<file path="src/rtl/tube_bus_pkg.sv">
// tube_bus_pkg: shared widths, arbiter states and tube register offsets
package tube_bus_pkg;
    localparam int ADDR_W = 3;
    localparam int DATA_W = 32;
    localparam logic [2:0] TUBE_WORD_OFS = 3'd0;
    localparam logic [2:0] TUBE2_OFS = 3'd4;
    typedef enum logic [1:0] {IDLE, ISSUE, ACK} state_e;
endpackage

</file>
<file path="src/rtl/rr_arb2.sv">
// rr_arb2: two-way round-robin picker, favours the port that did not win last
module rr_arb2 (
    input  logic [1:0] eligible_i,
    input  logic       rr_last_i,
    output logic       gnt_valid_o,
    output logic       gnt_id_o
);
    assign gnt_valid_o = |eligible_i;
    assign gnt_id_o = (&eligible_i) ? !rr_last_i : eligible_i[1];
endmodule

</file>
<file path="src/rtl/tube_access_arbiter.sv">
// tube_access_arbiter: shares the tube register port between CPU bridge and debug loader, rate-limiting writes
module tube_access_arbiter #(
    parameter int MIN_WRITE_GAP = 16,
    parameter int DATA_W = tube_bus_pkg::DATA_W,
    parameter int ADDR_W = tube_bus_pkg::ADDR_W
) (
    input  logic              CLK,
    input  logic              RST_N,
    input  logic              req0,
    input  logic              we0,
    input  logic [ADDR_W-1:0] addr0,
    input  logic [DATA_W-1:0] wd0,
    output logic              ack0,
    output logic [DATA_W-1:0] rd0,
    input  logic              req1,
    input  logic              we1,
    input  logic [ADDR_W-1:0] addr1,
    input  logic [DATA_W-1:0] wd1,
    output logic              ack1,
    output logic [DATA_W-1:0] rd1,
    output logic              dev_WE,
    output logic [ADDR_W-1:0] dev_ADDR,
    output logic [DATA_W-1:0] dev_WD,
    input  logic [DATA_W-1:0] dev_RD,
    output logic              busy
);
    import tube_bus_pkg::*;

    localparam int GW = (MIN_WRITE_GAP > 0) ? $clog2(MIN_WRITE_GAP + 1) : 1;

    state_e            state_q, state_d;
    logic              rr_last_q, rr_last_d;
    logic              gnt_id_q, gnt_id_d;
    logic              cmd_we_q, cmd_we_d;
    logic              dev_we_q, dev_we_d;
    logic              ack0_q, ack0_d, ack1_q, ack1_d;
    logic [GW-1:0]     gap_q, gap_d;
    logic [ADDR_W-1:0] cmd_addr_q, cmd_addr_d;
    logic [DATA_W-1:0] cmd_wd_q, cmd_wd_d;
    logic [DATA_W-1:0] rd0_q, rd0_d, rd1_q, rd1_d;
    logic [1:0]        eligible;
    logic              gnt_valid, gnt_id;

    // a write is only eligible once the previous write's gap has fully elapsed
    assign eligible = {req1 && (!we1 || gap_q == '0), req0 && (!we0 || gap_q == '0)};

    rr_arb2 u_rr (
        .eligible_i (eligible),
        .rr_last_i  (rr_last_q),
        .gnt_valid_o(gnt_valid),
        .gnt_id_o   (gnt_id)
    );

    // state register
    always_ff @(posedge CLK or negedge RST_N)
        if (!RST_N) state_q <= IDLE;
        else state_q <= state_d;

    // next state: IDLE waits for a grant, ISSUE and ACK last one cycle each
    always_comb begin
        state_d = state_q;
        case (state_q)
            IDLE:    state_d = gnt_valid ? ISSUE : IDLE;
            ISSUE:   state_d = ACK;
            default: state_d = IDLE;
        endcase
    end

    // command capture, device strobe, read capture, gap counter and ack generation
    always_comb begin
        rr_last_d  = rr_last_q;
        gnt_id_d   = gnt_id_q;
        cmd_we_d   = cmd_we_q;
        cmd_addr_d = cmd_addr_q;
        cmd_wd_d   = cmd_wd_q;
        rd0_d      = rd0_q;
        rd1_d      = rd1_q;
        gap_d      = (gap_q != '0) ? gap_q - 1'b1 : gap_q;
        dev_we_d   = 1'b0;
        ack0_d     = 1'b0;
        ack1_d     = 1'b0;
        if (state_q == IDLE && gnt_valid) begin
            gnt_id_d   = gnt_id;
            cmd_we_d   = gnt_id ? we1 : we0;
            cmd_addr_d = gnt_id ? addr1 : addr0;
            cmd_wd_d   = gnt_id ? wd1 : wd0;
            dev_we_d   = cmd_we_d;
        end
        if (state_q == ISSUE) begin
            ack0_d = !gnt_id_q;
            ack1_d = gnt_id_q;
            if (cmd_we_q) gap_d = GW'(MIN_WRITE_GAP);
            else if (gnt_id_q) rd1_d = dev_RD;
            else rd0_d = dev_RD;
        end
        if (state_q == ACK) rr_last_d = gnt_id_q;
    end

    // datapath registers; reset aborts any in-flight device write at once
    always_ff @(posedge CLK or negedge RST_N)
        if (!RST_N) begin
            rr_last_q  <= 1'b1;
            gnt_id_q   <= 1'b0;
            cmd_we_q   <= 1'b0;
            cmd_addr_q <= '0;
            cmd_wd_q   <= '0;
            rd0_q      <= '0;
            rd1_q      <= '0;
            gap_q      <= '0;
            dev_we_q   <= 1'b0;
            ack0_q     <= 1'b0;
            ack1_q     <= 1'b0;
        end else begin
            rr_last_q  <= rr_last_d;
            gnt_id_q   <= gnt_id_d;
            cmd_we_q   <= cmd_we_d;
            cmd_addr_q <= cmd_addr_d;
            cmd_wd_q   <= cmd_wd_d;
            rd0_q      <= rd0_d;
            rd1_q      <= rd1_d;
            gap_q      <= gap_d;
            dev_we_q   <= dev_we_d;
            ack0_q     <= ack0_d;
            ack1_q     <= ack1_d;
        end

    assign dev_WE   = dev_we_q;
    assign dev_ADDR = cmd_addr_q;
    assign dev_WD   = cmd_wd_q;
    assign ack0     = ack0_q;
    assign ack1     = ack1_q;
    assign rd0      = rd0_q;
    assign rd1      = rd1_q;
    assign busy     = state_q != IDLE;
endmodule

</file>
<file path="config.mk">
export PLATFORM = sky130hd
export DESIGN_NAME = tube_access_arbiter
export DESIGN_NICKNAME = d
export VERILOG_FILES = /design/src/rtl/tube_bus_pkg.sv /design/src/rtl/rr_arb2.sv /design/src/rtl/tube_access_arbiter.sv
export SDC_FILE = /design/constraint.sdc
export NUM_CORES = 1
export LEC_CHECK = 0
export ABC_CLOCK_PERIOD_IN_PS = 6400
export CORE_AREA = 8 8 128 100
export DETAILED_ROUTE_END_ITERATION = 8
export DIE_AREA = 0 0 136 108
export MAX_ROUTING_LAYER = met4
export PLACE_DENSITY = 0.94
export SYNTH_ARGS = -nofsm -noshare
export SYNTH_HDL_FRONTEND = slang
export SYNTH_SLANG_ARGS = --single-unit
</file>
<file path="constraint.sdc">
create_clock -name CLK -period 6.4 [get_ports CLK]
set_clock_uncertainty 0.2 [all_clocks]
set_input_delay 0.64 -clock CLK [delete_from_list [all_inputs] [get_ports CLK]]
set_output_delay 0.64 -clock CLK [all_outputs]
set_load 0.05 [all_outputs]
</file>
After elaboration in Yosys (flattened, before gate mapping)
Index checks and enable logic that the tools add are counted. W data, S select, Z words.

Flip-flop bits (word level): 112. Bits of input ports: 108. Output and inout port bits: 103. Word-level logic and storage cells: 46.

Add/sub/neg operators: 1. Eq/ne operators: 2. Muxes and demuxes: 12. Bitwise logic cells: 2. Reductions and logical operators: 17.

Operators with widths (count): $mux W32 (1); $mux W5 (3); $mux W1 (6); $reduce_and A3 Y1 (2); $logic_not A5 Y1 (1); $reduce_bool A5 Y1 (1); $sub A5 B1 Y5 const B (1); $logic_not A1 Y1 (4); $pmux W2 S2 (1); $logic_and A1 B1 Y1 (3); $mux W3 (1); $eq A2 B1 Y1 const B (1); $eq A2 B2 Y1 const B (1); $logic_not A2 Y1 (1); $logic_or A1 B1 Y1 (2); $not A1 Y1 (2); $reduce_and A2 Y1 (1); $reduce_bool A2 Y1 (1); $reduce_or A2 Y1 (1).

Logic depth before layout (Yosys ltp)
Gate-level depths: netlist (run 1).

Depth in word-level cells: 7. Mapped depth: 9. Gate-level depth less buffers: 7.

Cells and area by module
Synthesis (run 1) repeated with hierarchy kept, for this count alone.

Cells, all modules: 337. Area, all modules: 4544.4 um^2.

By module, submodules not included: tube_access_arbiter (instances 1, cells each 335, area each 4530.6 um^2, seq. area each 2803.9 um^2); rr_arb2 (instances 1, cells each 2, area each 13.8 um^2, seq. area each 0.0 um^2).

Least setup slack after synthesis (run 1)
No wires, ideal clock.

Kind: flip-flop to flip-flop. Start point: register gap_q[0]. End point: register cmd_addr_q[2] (netlist: dev_ADDR[2]). Setup time: 0.129 ns. Arrival: 2.040 ns. Path slack: 4.031 ns. Cell stages (with the launch flop): 10. Cells stage by stage: dfrtp_1 inv_1 ha_1 or4b_1 buf_2 a211oi_4 nor2_2 clkinv_2 buf_4 a31oi_1.

Word-level cells in the longest chain between the ends: 6. Elaborated cells between the ends (all ways): 10. Classes of those cells: mux (2); reduce/logical (8).

RTL lines: start: declaration (RTL line tube_access_arbiter.sv:37) `logic [GW-1:0] gap_q, gap_d;`; start signal: assignment (RTL line tube_access_arbiter.sv:121) `gap_q <= gap_d;`; $logic_not A5 Y1 (*) (RTL line tube_access_arbiter.sv:45) `assign eligible = {req1 && (!we1 || gap_q == '0), req0 && (!we0 || gap_q == '0)};`; $logic_or A1 B1 Y1 (RTL line tube_access_arbiter.sv:45); $logic_and A1 B1 Y1 (RTL line tube_access_arbiter.sv:45); $reduce_and A2 Y1 (RTL line rr_arb2.sv:9) `assign gnt_id_o = (&eligible_i) ? !rr_last_i : eligible_i[1];`; $mux W1 (RTL line rr_arb2.sv:9); $mux W3 (RTL line tube_access_arbiter.sv:85) `cmd_addr_d = gnt_id ? addr1 : addr0;`; end signal: assignment (RTL line tube_access_arbiter.sv:117) `cmd_addr_q <= cmd_addr_d;`; end: declaration (RTL line tube_access_arbiter.sv:38) `logic [ADDR_W-1:0] cmd_addr_q, cmd_addr_d;`.

Mark *: on every way between the ends. The rest lies on a longest branch, timed or not. A chain may end at the register's enable or synchronous reset.

Final worst setup path (run 1)
Start point: register gap_q[0]. End point: register cmd_wd_q[8] (netlist: dev_WD[8]).

Word-level cells in the longest chain between the ends: 6. Elaborated cells between the ends (all ways): 10. Classes of those cells: mux (2); reduce/logical (8).

RTL lines: $logic_not A5 Y1 (*) (RTL line tube_access_arbiter.sv:45); $logic_or A1 B1 Y1 (RTL line tube_access_arbiter.sv:45); $logic_and A1 B1 Y1 (RTL line tube_access_arbiter.sv:45); $reduce_and A2 Y1 (RTL line rr_arb2.sv:9); $mux W1 (RTL line rr_arb2.sv:9); $mux W32 (RTL line tube_access_arbiter.sv:86) `cmd_wd_d = gnt_id ? wd1 : wd0;`; end signal: assignment (RTL line tube_access_arbiter.sv:118) `cmd_wd_q <= cmd_wd_d;`; end: declaration (RTL line tube_access_arbiter.sv:39) `logic [DATA_W-1:0] cmd_wd_q, cmd_wd_d;`.

Marks and branches as above.

==> results of run 1 <==
## worst register-to-register path: stages, from the launching register on
cell	delay [ps]
sky130_fd_sc_hd__dfrtp_1	380
sky130_fd_sc_hd__inv_1	100
sky130_fd_sc_hd__ha_1	220
sky130_fd_sc_hd__or4b_1	680
sky130_fd_sc_hd__a21oi_2	1080
sky130_fd_sc_hd__o21ai_0	240
sky130_fd_sc_hd__a31oi_1	240
## sequential cells by signal (all words and copies together), names as in the netlist, 2 cells and up
register,flops
rd1,32
gap_q,5
rd0,32
dev_ADDR,3
state_q,2
dev_WD,32
## layout by cell type (no fill, tap or decap), drive strengths merged
cell type	netlist	routed
clkdlybuf4s50	0	209
a21o	2	2
a2bb2oi	1	1
nand2	4	4
o21ai	38	38
nand2b	3	3
nor3	39	39
a211oi	2	2
nor2b	2	2
nand3	35	35
nor2	5	5
clkbuf	17	10
buf	14	7
a221oi	1	1
ha	1	1
or2	1	1
dfstp	1	1
clkinv	1	5
a21oi	5	5
dfrtp	111	111
a31oi	36	36
inv	6	8
xnor2	2	2
mux2	65	65
and2	1	1
nor4b	1	1
or4b	1	1
## through the flow
step / util / hold slack (ps) / std cells
finish: 0.670 / 102 / 736
floorplan: - / 144 / 395
global placement: 0.644 / 267 / 720
detailed placement: 0.644 / 277 / 720
global route: 0.670 / 165 / 736
CTS: 0.670 / 125 / 736
## power by group through the flow
stage          logic, mW  registers [mW]  clock network, mW
6_report            2.57            1.28              0.521
5_1_grt             2.69            1.32              0.564
4_1_cts             2.59            1.28              0.538
3_5_place_dp        2.58            1.29                  0
3_3_place_gp        2.53            1.26                  0
2_1_floorplan      0.571            2.35                  0
## metal layers
| layer | vias to the layer above | track usage |
|---|---|---|
| li1 | 1833 | - |
| met1 | 1971 | 0.230 |
| met2 | 237 | 0.317 |
| met3 | 20 | 0.0843 |
| met4 | 0 | 0.0477 |
| met5 | - | - |
## path summary, 6_finish.rpt
kind	from	to	slack, ps	cells after the start
max	gap_q[0]	dev_WD[8]	3170	6
min	RST_N	rd1[18]	100	1
max reg2reg	gap_q[0]	dev_WD[8]	3170	6
min reg2reg	rd0[25]	rd0[25]	290	1
max in group asynchronous	RST_N	ack0	4670	2
min in group CLK	rd0[25]	rd0[25]	290	1
## layout make-up
class	instances	share of cell area
inverters	7	0.00383
flip-flops and latches	112	0.390
well taps	140	0.0243
multi-input cells	245	0.245
repair buffers	216	0.298
clock buffers	10	0.0318
clock inverters	6	0.00730
## kinds of logic after synthesis
| group | after synthesis | synth area share |
|---|---|---|
| simple gates | 92 | 0.0994 |
| compound gates | 85 | 0.110 |
| fa+ha+maj | 1 | 0.00265 |
| mux | 65 | 0.155 |
| buf+inv | 38 | 0.0350 |
| xor+xnor | 2 | 0.00371 |
| flops | 112 | 0.594 |
==> results.sh, run 1 <==
export IMPL_postRouteWirelength_mm=14.6
export IMPL_maxCapViolations=0
export IMPL_postSynthNetCount=504
export IMPL_die_w_um=136
export IMPL_place_area_sq_um=6910
export IMPL_fin_crit_ps=3230
export IMPL_leakagePower_nw=2.88
export IMPL_vdd_ir_drop_max_uv=308
export IMPL_timing_critical_path_arrival_ps=3280
export IMPL_synthMostInstantiatedCell="sky130_fd_sc_hd__dfrtp_1"
export IMPL_maxClockFrequency_ghz=0.310
export IMPL_result_of_the_run="complete, no violations"
export IMPL_cpMaxStageDelayCell="sky130_fd_sc_hd__a21oi_2"
export IMPL_share_of_power_burned_in_combinational_logic=0.588
export IMPL_fill_cells=740
export IMPL_cell_area_after_synthesis_sq_um=4720
export IMPL_placement_setup_worst_slack_ps=3260
export IMPL_clock_root_buffer="sky130_fd_sc_hd__clkbuf_16"
export IMPL_routedLengthMet1_mm=5.71
export IMPL_worst_hold_class="in2async"
export IMPL_ys_seq_elements=112
export IMPL_grt_first_pass_wirelength_mm=22.6
export IMPL_multi_input_area_sq_um=1760
export IMPL_tritoncts="done"
export IMPL_tritoncts_num_sinks=112
export IMPL_synth_largest_type_area_fraction=0.588
export IMPL_grt_start_max_net_pins=63
export IMPL_detailedRoute_firstIterationViolations=205
export IMPL_hold_violations=0
export IMPL_met2RoutedLength_mm=6.93
export IMPL_antenna_violating_nets_post_route=0
export IMPL_antenna_found_initial=0
export IMPL_finalPower_mw=4.37
export IMPL_top_signal_layer_used="met4"
export IMPL_grt_util_all_layers=0.199
export IMPL_cts_htree_levels=3
export IMPL_critPathMaxStageDelay_ps=1080
export IMPL_cts_hold_fix_buffers=0
export IMPL_timing_final_max_slew_violations=0
export IMPL_critPathBufInv=1
export IMPL_netlist_top_cell_by_area="sky130_fd_sc_hd__dfrtp_1"
export IMPL_die_area_sq_um=14700
export IMPL_tightestPinTransition_ps=1370
export IMPL_synth_area_top_cells="sky130_fd_sc_hd__dfrtp_1 59%, sky130_fd_sc_hd__mux2_2 10%, sky130_fd_sc_hd__mux2_1 5.0%"
export IMPL_met3RoutedLength_mm=1.75
export IMPL_finalSetupViolations=0
export IMPL_synth_yosys_seq_area_share=0.594
export IMPL_post_route_worst_setup_slack_ps=3170
export IMPL_worstPathMaxFanout=36
export IMPL_num_vias=4061
export IMPL_critical_path_class="reg2reg"
export IMPL_worstPathCellList="inv_1 -> ha_1 -> or4b_1 -> a21oi_2 -> o21ai_0 -> a31oi_1"
export IMPL_power_switching_fraction=0.490
export IMPL_port_buffers=210
export IMPL_setup_total_negative_slack_ps=0
export IMPL_floorplan_initialDensity=0.440
export IMPL_coreArea_sq_um=10700
export IMPL_placementRows=33
export IMPL_area_sequential_sq_um=2800
export IMPL_place_congestion=0.829
export IMPL_synth_cell_type_count=33
export IMPL_syn_area_per_cell_sq_um=12.0
export IMPL_design_area_sq_um=7200
export IMPL_finish_net_count=700
export IMPL_number_of_global_route_vias_before_repair=4390
export IMPL_drive_above_1_share=0.131
export IMPL_rsz0062_at_grt="no"
export IMPL_cts_path_max_buffers=2
export IMPL_post_cts_setup_buffers=0
export IMPL_postSynth_topFlopCell="sky130_fd_sc_hd__dfrtp_1"
export IMPL_insertion_delay_of_the_later_clocked_pin_in_the_worst_skew_pair_ps=330
export IMPL_timing_max_slew_rel_slack=0.0887
export IMPL_post_cts_resized_instances=0
export IMPL_routedWlPerCell_um=19.8
export IMPL_area_growth_synth_to_finish_pct=52.4
export IMPL_yosysWarnings=0
export IMPL_power_clock_fraction=0.119
export IMPL_ys_async_sr_fraction=1.00
export IMPL_first_pass_iters=5
export IMPL_finalCritPeriodShare=0.505
export IMPL_intPower_mw=2.23
export IMPL_cts_reportedPaths_clkPinSlew_ps=70
export IMPL_die_height_um=108
export IMPL_crit_end_element="flip-flop"
export IMPL_antenna_cells_inserted=0
export IMPL_post_drt_via_cell_ratio=5.52
export IMPL_top_level_ports=211
export IMPL_remaining_drc_errors=0
export IMPL_synth_commonest_cells="111 x sky130_fd_sc_hd__dfrtp_1, 44 x sky130_fd_sc_hd__mux2_2, 39 x sky130_fd_sc_hd__nor3_1, 37 x sky130_fd_sc_hd__o21ai_0, 36 x sky130_fd_sc_hd__a31oi_1"
export IMPL_syn_inst=395
export IMPL_critical_path_start_type="flip-flop"
export IMPL_power_sequential_fraction=0.293
export IMPL_switchingPower_mw=2.14
export IMPL_timing_critical_path_required_ps=6450
export IMPL_aggregate_global_routing_overflow=0
export IMPL_synth_edff_count=0
export IMPL_cts_buffers=9
export IMPL_path_delay_family="compound AO/OA/AOI/OAI gates"
export IMPL_hpwlAfterDp_mm=11.0
export IMPL_power_per_cell_area_nw_per_um2=607
Note: power is estimated with default switching activity, not from simulation.
==> run 2, diff against run 1 <==
ABC_CLOCK_PERIOD_IN_PS = 3400   (was 6400)
CORE_AREA = 8 8 132 103   (was 8 8 128 100)
DIE_AREA = 0 0 140 111   (was 0 0 136 108)
PLACE_DENSITY = 0.9   (was 0.94)
clock period = 3.4 ns   (was 6.4 ns; I/O delays follow)
==> results.sh, run 2 (synthesized netlist as in run 1, its figures left out) <==
export IMPL_stdcell_count=743
export IMPL_floorplan_initialDensity=0.414
export IMPL_number_of_global_route_vias_before_repair=4317
export IMPL_hold_violations=0
export IMPL_placementRows=34
export IMPL_postRouteWirelength_mm=15.0
export IMPL_finalCritPeriodShare=0.827
export IMPL_multi_input_area_sq_um=1760
export IMPL_antenna_violating_nets_post_route=0
export IMPL_grt_util_all_layers=0.195
export IMPL_result_of_the_run="complete, no violations"
export IMPL_finalSetupViolations=0
export IMPL_place_area_sq_um=6930
export IMPL_worstPathMaxFanout=35
export IMPL_cts_path_max_buffers=2
export IMPL_hpwlAfterDp_mm=11.3
export IMPL_aggregate_global_routing_overflow=0
export IMPL_die_w_um=140
export IMPL_worst_hold_class="reg2reg"
export IMPL_die_height_um=111
export IMPL_rsz0062_at_grt="no"
export IMPL_timing_critical_path_required_ps=3460
export IMPL_cts_buffers=9
export IMPL_tritoncts_num_sinks=112
export IMPL_detailedRoute_firstIterationViolations=204
export IMPL_first_pass_iters=4
export IMPL_layout_cells_most_common_list="209 x sky130_fd_sc_hd__clkdlybuf4s50_1, 111 x sky130_fd_sc_hd__dfrtp_1, 44 x sky130_fd_sc_hd__mux2_2, 38 x sky130_fd_sc_hd__nor3_1, 37 x sky130_fd_sc_hd__o21ai_0"
export IMPL_fin_crit_ps=2810
export IMPL_coreArea_sq_um=11400
export IMPL_cts_reportedPaths_clkPinSlew_ps=70
export IMPL_tritoncts="done"
export IMPL_met3RoutedLength_mm=1.29
export IMPL_antenna_cells_inserted=0
export IMPL_tightestPinTransition_ps=1300
export IMPL_area_growth_synth_to_finish_pct=53.2
export IMPL_insertion_delay_of_the_later_clocked_pin_in_the_worst_skew_pair_ps=340
export IMPL_setup_total_negative_slack_ps=0
export IMPL_cts_htree_levels=3
export IMPL_timing_final_max_slew_violations=0
export IMPL_crit_end_element="flip-flop"
export IMPL_num_vias=4014
export IMPL_area_sequential_sq_um=2800
export IMPL_routedLengthMet1_mm=6.75
export IMPL_post_cts_resized_instances=0
export IMPL_port_buffers=210
export IMPL_placedCellCount=726
export IMPL_timing_critical_path_arrival_ps=2870
export IMPL_top_signal_layer_used="met4"
export IMPL_timing_max_slew_rel_slack=0.132
export IMPL_remaining_drc_errors=0
export IMPL_leakagePower_nw=2.90
export IMPL_fill_cells=848
export IMPL_met2RoutedLength_mm=6.82
export IMPL_place_congestion=0.793
export IMPL_clock_root_buffer="sky130_fd_sc_hd__clkbuf_16"
export IMPL_routedWlPerCell_um=20.3
export IMPL_critical_path_start_type="flip-flop"
export IMPL_maxCapViolations=0
export IMPL_grt_first_pass_wirelength_mm=23.6
export IMPL_layout_cells_most_common="sky130_fd_sc_hd__clkdlybuf4s50_1"
export IMPL_critical_path_class="reg2reg"
export IMPL_power_per_cell_area_nw_per_um2=1140
export IMPL_maxClockFrequency_ghz=0.356
export IMPL_finish_net_count=703
export IMPL_die_area_sq_um=15500
export IMPL_top_level_ports=211
export IMPL_drive_above_1_share=0.134
export IMPL_post_drt_via_cell_ratio=5.40
export IMPL_design_area_sq_um=7230
export IMPL_antenna_found_initial=0
export IMPL_vdd_ir_drop_max_uv=499
export IMPL_regToRegSetupSlack_ps=590
export IMPL_grt_start_max_net_pins=61
==> run 2: cell types whose count changed in the layout (fill, tap and decap cells not counted) <==
cell,before,now
sky130_fd_sc_hd__dlygate4sd3_1,0,1
sky130_fd_sc_hd__inv_8,0,2
sky130_fd_sc_hd__clkinv_4,4,2
sky130_fd_sc_hd__buf_4,7,9
==> run 2: final cells by class <==
cell class / count / share of cell area
clock buffers: 10 / 0.0317
clock inverters: 6 / 0.00796
inverters: 7 / 0.00381
multi-input cells: 245 / 0.244
flip-flops and latches: 112 / 0.388
well taps: 144 / 0.0249
repair buffers: 219 / 0.300
==> run 2: timing repair <==
action | 4_1_cts | 5_1_grt
setup buffers | 0 | 0
endpoints found under the hold margin | 57 | 0
hold buffers | 1 | 0
==> run 2: final timing paths <==
kind                            startpoint          to  cells past startpoint
worst min-delay path               rd1[29]     rd1[29]                      1
worst max-delay path              gap_q[0]  dev_WD[31]                      6
worst max register to register    gap_q[0]  dev_WD[31]                      6
min in group asynchronous            RST_N      rd1[1]                      2
max in group asynchronous            RST_N     rd1[24]                      3
worst min register to register     rd1[29]     rd1[29]                      1
==> run 2: report_power, final <==
group          total, mW  leakage [nW]  internal [mW]  switching, mW
registers           2.40          1.33           1.99          0.407
clock network       1.02         0.141          0.517          0.501
logic               4.84          1.43           1.69           3.15
total               8.26          2.90           4.20           4.06
==> run 2: stage by stage <==
step | worst slack (ps) | hold WS, ps | utilization | power, mW
6_report | 589 | 287 | 0.634 | 8.26
5_1_grt | 370 | 309 | 0.634 | 8.64
3_5_place_dp | 602 | 261 | 0.608 | 7.30
3_3_place_gp | 766 | 239 | 0.608 | 7.15
2_1_floorplan | 1030 | -156 | - | 5.50
4_1_cts | 596 | 292 | 0.634 | 8.33
==> run 2: critical path, stage by stage, from the launching register on <==
cell                      delay [ps]
sky130_fd_sc_hd__dfrtp_1         370
sky130_fd_sc_hd__inv_1            80
sky130_fd_sc_hd__ha_1            230
sky130_fd_sc_hd__or4b_1          460
sky130_fd_sc_hd__a21o_1          940
sky130_fd_sc_hd__nand3_1         190
sky130_fd_sc_hd__a31oi_1         230
==> run 2: per-layer routing <==
metal	vias to the layer above	GRT usage
met5	-	-
li1	1833	-
met2	233	0.308
met1	1929	0.238
met3	19	0.0680
met4	0	0.0433
==> run 3, diff against run 2 <==
ABC_CLOCK_PERIOD_IN_PS = 2450   (was 3400)
CORE_AREA = 8 8 138 108   (was 8 8 132 103)
DIE_AREA = 0 0 146 116   (was 0 0 140 111)
PLACE_DENSITY = 0.86   (was 0.9)
clock period = 2.45 ns   (was 3.4 ns; I/O delays follow)
==> results.sh, run 3 (synthesized netlist as in run 1, its figures left out) <==
export IMPL_critical_path_class="reg2reg"
export IMPL_port_buffers=210
export IMPL_cpMaxStageDelayCell="sky130_fd_sc_hd__or4b_4"
export IMPL_timing_critical_path_required_ps=2520
export IMPL_layout_cells_most_common="sky130_fd_sc_hd__clkdlybuf4s50_1"
export IMPL_grt_util_all_layers=0.177
export IMPL_critPathBufInv=4
export IMPL_timing_max_slew_rel_slack=0.629
export IMPL_aggregate_global_routing_overflow=0
export IMPL_antenna_found_initial=0
export IMPL_worst_hold_class="in2async"
export IMPL_layout_cells_most_common_list="209 x sky130_fd_sc_hd__clkdlybuf4s50_1, 111 x sky130_fd_sc_hd__dfrtp_1, 44 x sky130_fd_sc_hd__mux2_2, 38 x sky130_fd_sc_hd__nor3_1, 37 x sky130_fd_sc_hd__o21ai_0"
export IMPL_leakagePower_nw=3.04
export IMPL_remaining_drc_errors=0
export IMPL_die_area_sq_um=16900
export IMPL_antenna_violating_nets_post_route=0
export IMPL_maxCapViolations=0
export IMPL_top_level_ports=211
export IMPL_antenna_cells_inserted=0
export IMPL_drive_above_1_share=0.167
export IMPL_routedWlPerCell_um=19.1
export IMPL_path_delay_family="buffers and inverters"
export IMPL_number_of_global_route_vias_before_repair=4397
export IMPL_floorplan_initialDensity=0.372
export IMPL_finish_net_count=721
export IMPL_maxClockFrequency_ghz=0.414
export IMPL_die_w_um=146
export IMPL_place_area_sq_um=7080
export IMPL_setup_total_negative_slack_ps=0
export IMPL_stdcell_count=788
export IMPL_worstPathCellList="inv_2 -> ha_4 -> or4b_4 -> buf_8 -> buf_4 -> a21oi_2 -> buf_12 -> o21ai_0 -> a31oi_1"
export IMPL_first_pass_iters=4
export IMPL_hpwlAfterDp_mm=10.9
export IMPL_cts_buffers=9
export IMPL_fin_crit_ps=2420
export IMPL_finalCritPeriodShare=0.987
export IMPL_vdd_ir_drop_max_uv=923
export IMPL_postRouteWirelength_mm=15.1
export IMPL_place_congestion=0.850
export IMPL_coreArea_sq_um=12700
export IMPL_insertion_delay_of_the_later_clocked_pin_in_the_worst_skew_pair_ps=350
export IMPL_finalSetupViolations=0
export IMPL_critPathMaxStageDelay_ps=460
export IMPL_timing_final_max_slew_violations=0
export IMPL_tightestPinTransition_ps=555
export IMPL_num_vias=4132
export IMPL_grt_start_max_net_pins=79
export IMPL_cts_path_max_buffers=2
export IMPL_final_core_util=0.598
export IMPL_grt_first_pass_wirelength_mm=23.4
export IMPL_power_per_cell_area_nw_per_um2=1560
export IMPL_tritoncts="done"
export IMPL_result_of_the_run="complete, no violations"
export IMPL_tritoncts_num_sinks=112
export IMPL_finalPower_mw=11.9
export IMPL_clock_root_buffer="sky130_fd_sc_hd__clkbuf_16"
export IMPL_die_height_um=116
export IMPL_placementRows=36
export IMPL_timing_critical_path_arrival_ps=2490
export IMPL_area_growth_synth_to_finish_pct=61.0
export IMPL_post_drt_via_cell_ratio=5.24
export IMPL_rsz0062_at_grt="yes"
export IMPL_design_area_sq_um=7600
export IMPL_crit_end_element="flip-flop"
export IMPL_cts_htree_levels=3
export IMPL_hold_violations=0
export IMPL_worstPathMaxFanout=36
export IMPL_placedCellCount=760
export IMPL_cts_reportedPaths_clkPinSlew_ps=80
export IMPL_critical_path_start_type="flip-flop"
export IMPL_detailedRoute_firstIterationViolations=275
export IMPL_fill_cells=1010
run 3: final timing paths:
check | from | to | depth (start not counted) | slack, ps
setup / recovery | gap_q[1] | dev_WD[5] | 9 | 30
hold / removal | RST_N | dev_WD[29] | 2 | 220
setup reg to reg | gap_q[1] | dev_WD[5] | 9 | 30
hold reg to reg | rd0[10] | rd0[10] | 1 | 290
max in group asynchronous | RST_N | rd1[3] | 3 | 1070
min in group CLK | wd1[15] | dev_WD[15] | 3 | 270
run 3: layout make-up:
| cell class | instances | area, sq um | area share |
|---|---|---|---|
| repair buffers | 236 | 2460 | 0.324 |
| clock inverters | 7 | 77.6 | 0.0102 |
| multi-input cells | 245 | 1780 | 0.235 |
| clock buffers | 9 | 225 | 0.0296 |
| well taps | 171 | 214 | 0.0281 |
| flip-flops and latches | 112 | 2800 | 0.369 |
| repair inverters | 1 | 5.00 | 0.000658 |
| inverters | 7 | 31.3 | 0.00412 |
run 3: power breakdown:
part	total, mW	switching, mW	leakage (nW)	internal [mW]
Sequential	3.31	0.545	1.33	2.77
Combinational	7.09	4.46	1.57	2.62
Clock	1.46	0.739	0.144	0.725
run 3: routing by layer:
metal / vias up / routed length [um] / GRT usage
met5: - / 0 / -
met4: 0 / 235 / 0.0500
met3: 23 / 1310 / 0.0609
met2: 230 / 6960 / 0.271
met1: 1999 / 6580 / 0.219
li1: 1880 / - / -
run 3: repair_timing:
action,4_1_cts,5_1_grt
pin swaps,2,3
buffers inserted,0,5
gates cloned,0,7
setup endpoints to repair,30,35
hold endpoints to repair,34,0
hold buffers,1,0
resized for setup,4,13
run 3: worst register-to-register path: cells and delay by family, from the launching register on:
| kind | cells | cell delay (ps) |
|---|---|---|
| compound gates | 3 | 560 |
| fa+ha+maj | 1 | 130 |
| buf+inv | 4 | 590 |
| flops | 1 | 410 |
| simple gates | 1 | 460 |
run 3: through the flow:
step                setup slack, ps  hold WS (ps)
floorplan                      81.3          -251
global placement               70.2          18.2
detailed placement            -97.0          23.3
CTS                            3.60           236
global route                  -18.9           262
finish                         32.0           224
==> RTL change (settings of run 2) <==
`DATA_W`: 32 -> 36.
--- a/src/rtl/tube_bus_pkg.sv
+++ b/src/rtl/tube_bus_pkg.sv
@@ -1,7 +1,7 @@
 // tube_bus_pkg: shared widths, arbiter states and tube register offsets
 package tube_bus_pkg;
     localparam int ADDR_W = 3;
-    localparam int DATA_W = 32;
+    localparam int DATA_W = 36;
     localparam logic [2:0] TUBE_WORD_OFS = 3'd0;
     localparam logic [2:0] TUBE2_OFS = 3'd4;
     typedef enum logic [1:0] {IDLE, ISSUE, ACK} state_e;
Ports: changed (6 resized); port bits go from 211 to 235. No check against the original RTL was run, so the function may have changed too.
==> RTL change against run 2 <==
Wire length is 14% higher. Critical path depth is 1 higher. Sequential cell count is 12 higher. Non-clock buffer count is 25 higher. Synthesized area is 11% higher. Setup slack worse by 0.12 ns. Total power is 18% higher. Cell area is 14% higher. Combinational power is 13% higher. Sequential share of layout area is 1.1 points lower. Utilization is 8.9 points higher.
==> RTL change: results (changes against run 2) <==
| Metric | Value |
|---|---|
| Synth cell types | 30 (-9.1%) |
| Adder-Cell Fraction of Synth Area | 0.00240 (-0.000252) |
| Via/cell ratio | 5.53 (+2.4%) |
| CP arrival | 2.97 ns (+0.10 ns) |
| Initial DRC count | 243 (+19%) |
| Sw Share | 0.475 (-0.0161) |
| Root Driver | clkbuf_16 |
| Placer Congestion | 0.845 (+6.5%) |
| Slew @ Worst Pin | 1.26 ns (-0.0425 ns) |
| Leakage | 0.00330 uW (+14%) |
| Placed cell area | 7680 um2 (+11%) |
| Placed cell count | 787 (+8.4%) |
| PortBufs | 234 (+11%) |
| GRT met3 Usage | 0.0826 (+0.0146) |
| Met1 wire length | 7210 um (+6.7%) |
| Fillers | 742 (-13%) |
| Largest net degree at the start of global routing | 67 (+9.8%) |
| Met2 Resource Use GR | 0.356 (+0.0486) |
| CP max stage delay | 0.72 ns (-0.22 ns) |
| Synth Area in XOR/XNOR | 0.00336 (-0.000353) |
| Syn Area/Cell | 12.0 um2 (+0.13%) |
| R2R Setup Slk | 0.47 ns (-0.12 ns) |
| CTS buffer count | 17 (+8) |
| Outcome | complete, no violations |
| Met1 Use GR | 0.268 (+0.0298) |
| Top post-synthesis cells by count | dfrtp_1, mux2_2, nor3_1, o21ai_0, a31oi_1 |
| Final WL | 17200 um (+14%) |
| Clock group share of total power | 0.169 (+0.046) |
| Pre-CTS setup slack | 0.446 ns (-0.156 ns) |
| Layout cells sized above 1 | 0.182 (+0.0487) |
| Period utilisation layout | 0.863 (+0.0363) |
| CP top delay family | simple AND/OR/NAND/NOR gates |
| Metal3 WL | 1710 um (+33%) |
| Syn Nets | 557 (+11%) |
| Area share of the largest cell type after synthesis | 0.590 (+0.00154) |
| All-Layer GR Usage | 0.226 (+0.0303) |
| Final HPWL DP | 12400 um (+9.8%) |
| R2R Path End | dev_WD[9] |
| Gate power share | 0.558 (-0.028) |
| H-Tree Depth | 4 (+1) |
| CP max stage cell | or4b_1 |
| Latest clock arrival within the worst-skew pair | 0.40 ns (+0.06 ns) |
| Nets | 784 (+12%) |
## RTL change: cell count changes after synthesis, moves of 2 or more
cell	delta
a211oi_2	+2
a211oi_4	-2
a31oi_1	+4
buf_1	-3
buf_2	+7
buf_4	+2
dfrtp_1	+12
mux2_1	-21
mux2_2	+29
nand3_1	+4
nor3_1	+3
o21ai_0	+4
## RTL change: worst min-delay path by stage
stage | startpoint | to | slack (ns)
after CTS | wd1[14] | dev_WD[14] | 0.30
after detailed placement | RST_N | dev_WD[33] | 0.26
after global routing | wd0[15] | dev_WD[15] | 0.31
after global placement | RST_N | gap_q[3] | 0.25
final | rd1[11] | rd1[11] | 0.30
after floorplan | RST_N | ack0 | -0.16
## RTL change: area by class of cell
cell class                      count  share of cell area
Clock inverter                     14              0.0149
Sequential cell                   124               0.376
Clock buffer                       17              0.0516
Multi-Input combinational cell    269               0.237
Tap cell                          144              0.0219
Timing Repair Buffer              244               0.295
Inverter                            7             0.00319
Antenna cell                        1            0.000303
